--- src/rtl/imm_pkg.sv ---
// Shared definitions for the pipelined immediate generator: format select
// encodings and the record held in each pipeline slot.
package imm_pkg;

    localparam logic [2:0] IMM_R     = 3'd0;
    localparam logic [2:0] IMM_S     = 3'd1;
    localparam logic [2:0] IMM_B     = 3'd2;
    localparam logic [2:0] IMM_U     = 3'd3;
    localparam logic [2:0] IMM_J     = 3'd4;
    localparam logic [2:0] IMM_I     = 3'd5;
    localparam logic [2:0] IMM_SHAMT = 3'd6;
    localparam logic [2:0] IMM_ZIMM  = 3'd7;

    // Slot fields are sized for the widest legal configuration (XLEN=64,
    // tags up to 16 bits); narrower instances leave the upper bits unused.
    localparam int IMM_MAX_W = 64;
    localparam int TAG_MAX_W = 16;

    typedef struct packed {
        logic                 valid;
        logic [IMM_MAX_W-1:0] imm;
        logic [TAG_MAX_W-1:0] tag;
        logic                 illegal;
    } imm_slot_t;

endpackage

--- src/rtl/imm_decode.sv ---
// Combinational RISC-V immediate decoder: extracts the immediate for the
// selected format and extends it to XLEN bits.
module imm_decode
    import imm_pkg::*;
#(
    parameter int XLEN = 32
) (
    input  logic [31:0]     inst,
    input  logic [2:0]      imm_sel,
    output logic [XLEN-1:0] imm,
    output logic            illegal
);

    // The opcode bits never contribute to any immediate.
    logic [6:0] unused_opcode;
    assign unused_opcode = inst[6:0];

    // Format mux; size casts of signed operands sign-extend, unsigned zero-extend.
    always_comb begin
        imm     = '0;
        illegal = 1'b0;
        case (imm_sel)
            IMM_R:     imm = '0;
            IMM_S:     imm = XLEN'($signed({inst[31:25], inst[11:7]}));
            IMM_B:     imm = XLEN'($signed({inst[31], inst[7], inst[30:25], inst[11:8], 1'b0}));
            IMM_U:     imm = XLEN'($signed({inst[31:12], 12'b0}));
            IMM_J:     imm = XLEN'($signed({inst[31], inst[19:12], inst[20], inst[30:21], 1'b0}));
            IMM_I:     imm = XLEN'($signed(inst[31:20]));
            IMM_SHAMT: begin
                if (XLEN == 64) begin
                    imm = XLEN'(inst[25:20]);
                end else begin
                    imm     = XLEN'(inst[24:20]);
                    illegal = inst[25];
                end
            end
            IMM_ZIMM:  imm = XLEN'(inst[19:15]);
            default:   imm = '0;
        endcase
    end

endmodule

--- src/rtl/imm_gen_pipe.sv ---
// Pipelined immediate generator: decodes at the input, then carries the
// immediate, tag and illegal flag through STAGES valid/ready slots.
module imm_gen_pipe
    import imm_pkg::*;
#(
    parameter int XLEN   = 32,
    parameter int STAGES = 1,
    parameter int TAG_W  = 5
) (
    input  logic             clk,
    input  logic             rst_n,
    input  logic             flush,
    input  logic             in_valid,
    output logic             in_ready,
    input  logic [31:0]      inst,
    input  logic [2:0]       imm_sel,
    input  logic [TAG_W-1:0] in_tag,
    output logic             out_valid,
    input  logic             out_ready,
    output logic [XLEN-1:0]  out_imm,
    output logic [TAG_W-1:0] out_tag,
    output logic             out_illegal
);

    localparam int LAST = STAGES - 1;

    logic [XLEN-1:0]   dec_imm;
    logic              dec_illegal;
    imm_slot_t         slot_q [STAGES];
    imm_slot_t         src    [STAGES];
    logic [STAGES-1:0] valid_q;
    logic [STAGES-1:0] accept;
    logic              unused_pad;

    imm_decode #(
        .XLEN(XLEN)
    ) u_decode (
        .inst    (inst),
        .imm_sel (imm_sel),
        .imm     (dec_imm),
        .illegal (dec_illegal)
    );

    // Gather the slot valid bits into one vector for the acceptance logic.
    always_comb begin
        valid_q = '0;
        for (int i = 0; i < STAGES; i++) begin
            valid_q[i] = slot_q[i].valid;
        end
    end

    // A slot can take new data unless it and every slot ahead of it are full
    // with the output stalled; written without a bit-to-bit chain.
    always_comb begin
        logic full_ahead;
        accept     = '0;
        full_ahead = 1'b0;
        for (int i = 0; i < STAGES; i++) begin
            full_ahead = 1'b1;
            for (int j = i; j < STAGES; j++) begin
                full_ahead = full_ahead & valid_q[j];
            end
            accept[i] = !full_ahead || out_ready;
        end
    end

    // Source of each slot: the freshly decoded entry for slot 0, the
    // previous slot otherwise.
    always_comb begin
        src[0]         = '0;
        src[0].valid   = in_valid;
        src[0].imm     = IMM_MAX_W'(dec_imm);
        src[0].tag     = TAG_MAX_W'(in_tag);
        src[0].illegal = dec_illegal;
        for (int i = 1; i < STAGES; i++) begin
            src[i] = slot_q[i-1];
        end
    end

    // Slot registers: async clear, flush drops all entries, otherwise each
    // accepting slot takes its source and keeps stale data when it empties.
    always_ff @(posedge clk or negedge rst_n) begin
        if (!rst_n) begin
            for (int i = 0; i < STAGES; i++) begin
                slot_q[i] <= '0;
            end
        end else if (flush) begin
            for (int i = 0; i < STAGES; i++) begin
                slot_q[i].valid <= 1'b0;
            end
        end else begin
            for (int i = 0; i < STAGES; i++) begin
                if (accept[i]) begin
                    slot_q[i].valid <= src[i].valid;
                    if (src[i].valid) begin
                        slot_q[i].imm     <= src[i].imm;
                        slot_q[i].tag     <= src[i].tag;
                        slot_q[i].illegal <= src[i].illegal;
                    end
                end
            end
        end
    end

    assign in_ready    = accept[0];
    assign out_valid   = slot_q[LAST].valid;
    assign out_imm     = slot_q[LAST].imm[XLEN-1:0];
    assign out_tag     = slot_q[LAST].tag[TAG_W-1:0];
    assign out_illegal = slot_q[LAST].illegal;

    // Padding bits of the widest-case record that this instance never reads.
    assign unused_pad = ^{slot_q[LAST].imm, slot_q[LAST].tag};

endmodule

--- config.mk ---
export PLATFORM = sky130hd
export DESIGN_NAME = imm_gen_pipe
export DESIGN_NICKNAME = d
export VERILOG_FILES = /design/src/rtl/imm_pkg.sv /design/src/rtl/imm_decode.sv /design/src/rtl/imm_gen_pipe.sv
export SDC_FILE = /design/constraint.sdc
export NUM_CORES = 1
export LEC_CHECK = 0
export CAP_MARGIN = 0
export CELL_PAD_IN_SITES_DETAIL_PLACEMENT = 1
export CELL_PAD_IN_SITES_GLOBAL_PLACEMENT = 2
export CORE_ASPECT_RATIO = 0.75
export CORE_MARGIN = 2
export CORE_UTILIZATION = 24
export CTS_CLUSTER_SIZE = 8
export DETAILED_ROUTE_END_ITERATION = 10
export PLACE_DENSITY_LB_ADDON = 0.1
export SYNTH_ARGS = -nofsm -noshare
export SYNTH_HDL_FRONTEND = slang
export SYNTH_SLANG_ARGS = --single-unit
--- constraint.sdc ---
create_clock -name clk -period 1.6 [get_ports clk]
set_clock_uncertainty 0.15 [all_clocks]
set_input_delay 0.32 -clock clk [delete_from_list [all_inputs] [get_ports clk]]
set_output_delay 0.32 -clock clk [all_outputs]
set_load 0.005 [all_outputs]
==> impl_results.md <==
* Worst hold path startpoint: in_valid
* Dpl hpwl at ~5200 um
* WP data required at 1.62 ns
* CP Max Fanout at 5
* RR Startpoint: out_valid$_DFFE_PN0P_
* Async SR Flop Fraction at 1.000
* Avg Inst Size Synth at 11.00 um^2
* Final non-filler cell total at 419
* Clock slew at reported path FFs at 0.06 ns
* Most common cell in the synthesized netlist: dfrtp_1
* Drt via density at 4.797
* Placed cells at between 300 and 400
* Net Count, Synth at 243
* Synthesized area at about 0.0022 mm^2
* Top post-synthesis cells by count: 39 x dfrtp_1, 18 x a31oi_1, 16 x a21oi_1, 14 x mux2_4, 12 x o21ai_0
* Critical path class: primary input to flip-flop
* Yosys top cell area share at 0.4480
* Synth Area in Simple Gates at 0.1189
* Largest family of logic cells by synthesized area: compound AO/OA/AOI/OAI gates
* Mux contribution to synthesized area at 0.1677
* Max cap viols at 0
* Total Power at around 3.1 mW
* Synth Register Bits at 39
* TNS Setup at 0 ns
* Worst Path Buf+Inv at 2
* RD Place Congestion at approximately 0.73
* Num ports at 85
* Post-Synth Adder-Cell Area at 0
* Unrepaired setup endpoints after global routing: false
* Largest stage delay on the critical path at roughly 0.46 ns
* Predominant post-synthesis flop cell: dfrtp_1
* Drt drc at 0
* Run status: finished, final reports clean
* Period utilization at 0.9651
* Slowest cell on the critical path: clkdlybuf4s50_1
* TritonCTS clock tree: yes
* Min-delay worst type: primary input to flip-flop
* Final Util at 0.3870
* Initial Utilization at 0.2438
* Routed Antenna Nets at 0
* Layout area overhead at 58.70%
* Drt wl/cell at 16.84 um
* Part of the Yosys area used for sequential elements at 0.4480
* Share of post-route cells with drive strength above 1 at 0.2671
* Final setup viols at 0
* CP startpoint: out_ready
* CP delay by family, top: buffers and inverters
* Yosys top cell by area: dfrtp_1
* Die Area at roughly 0.0099 mm^2
* Crit path cell chain: clkdlybuf4s50_1 -> nand2b_4 -> and2_4 -> buf_12 -> mux2_2
* CP arrival at 1.57 ns
* First-pass GRT wire length at 11,310 um
* Largest net degree at the start of global routing at 40
* Die H at between 80 and 90 um
* Total grt overflow at 0
* Initial antenna violation count at 0
* Root Buffer Master: clkbuf_16
* Top area cells in the synthesized netlist: dfrtp_1 45%, mux2_4 9.6%, a31oi_1 5.2%
* # H-tree levels at 2
* Initial DRC count at ~90
* Worst-skew pair later-pin latency at just under 0.3 ns
* Core ar. at 0.008934 mm^2
* Period minus WS final at between 1.5 and 2 ns
* Synth Area in Compound Gates at 0.1930
* Final Max Slew Viols at 0
* Worst vdd rail ir drop at between 0.0004 and 0.0005 V
* Worst-Margin Slew at approximately 0.30 ns
* Post-synth EDFFs at 0
* Port bufs at 77
* Die W at roughly 110 um
* Initial DRT Pass Iterations at 4
* GRT Util Overall at 0.1505
* Final wirelength at roughly 7100 um
* Nets at ~350
* Synth warn at 0
* Worst Setup End Kind: flip-flop
* Hold slack at 0.1549 ns
* Library cells used by synthesis at 37
* CTS Sinks at 39
* Cts bufs inserted at 5
* Ant diodes at 0
* Post-Synthesis Cells at between 150 and 200
* Rel. slew slack at 0.7987
* XOR/XNOR Fraction of Synth Area at 0.004021
* CP Launch Type: primary input
* DR vias at approximately 2,000
* Static leakage at approximately 1.6 nW
* Endpoints failing hold at 0
* Vias in the first global route at between 2,000 and 2,500
* PwrDens at between 900 and 1000 mW/mm^2
* Row count at 30
* Fmax at about 650 MHz
* CTS Buffer Depth at 2
metrics by stage:
stage | cell area [um^2] | setup slack (ns)
global route | 3457 | 0.006513
floorplan | 2178 | 0.07366
CTS | 3441 | 0.002211
global placement | 3243 | -0.4034
finish | 3457 | 0.05590
detailed placement | 3243 | -0.3882
flip-flops by register name, indices dropped and copies added (netlist names):
register     cells
out_tag          5
out_imm         32
out_valid        1
out_illegal      1
worst register-to-register path: stages (launching register included):
cell	delay, ns
dfrtp_1	0.37
buf_4	0.14
nand2b_4	0.07
and2_4	0.20
buf_12	0.13
mux2_2	0.33
placed cells by master, fill, tap and decap left out, drive strengths merged, types with 7 or more instances in the layout:
cell / netlist / final
a21oi: 16 / 16
mux2: 18 / 18
buf: 14 / 47
o21ai: 12 / 12
a31oi: 19 / 19
dfrtp: 39 / 39
nand3: 7 / 7
clkdlybuf4s50: 0 / 30
mux2i: 11 / 11
dlygate4sd2: 0 / 41
o22ai: 11 / 11
area by class of cell:
class / instances / area (um^2)
multi-input combinational: 134 / 1061
sequential: 39 / 975.9
timing repair buffer: 124 / 1127
fill: 1008 / 5477
clock inverter: 3 / 20.02
inverter: 2 / 7.507
clock buffer: 5 / 125.1
tap: 112 / 140.1
cell families after synthesis:
logic type                Yosys count
AOI/OAI and AO/OA                  68
muxes                              29
and+or+nand+nor                    36
buffers and inverters              25
DFF                                39
xor gates and xnor gates            1
repair_timing:
item	CTS	global route
hold buffers	1	0
gates resized for setup	47	6
setup endpoints to repair	72	25
hold endpoints to repair	39	0
buffers inserted	10	1
layer usage:
layer	vias to the layer above	routed length (um)	global-route usage
met3	5	383	0.04476
met5	-	0	0
met4	0	79	0.03880
li1	972	-	-
met2	57	2945	0.2186
met1	976	3649	0.2181
final timing paths:
| path | end | slack (ns) | depth (start not counted) |
|---|---|---|---|
| max in group asynchronous | out_imm[21]$_DFFE_PN0P_ | 0.71 | 3 |
| max reg2reg | out_imm[22]$_DFFE_PN0P_ | 0.10 | 5 |
| min reg2reg | out_imm[20]$_DFFE_PN0P_ | 0.35 | 1 |
| min in group asynchronous | out_imm[10]$_DFFE_PN0P_ | 0.38 | 3 |
| min | out_valid$_DFFE_PN0P_ | 0.15 | 3 |
| max | out_imm[22]$_DFFE_PN0P_ | 0.06 | 5 |
power breakdown:
group | internal [mW] | leakage, nW | switching [mW] | total, mW
clock network | 0.575 | 0.0658 | 0.435 | 1.01
logic | 0.547 | 1.08 | 0.352 | 0.900
registers | 1.14 | 0.478 | 0.0813 | 1.23
total | 2.27 | 1.62 | 0.868 | 3.14
(Power assumes the default switching activity.)
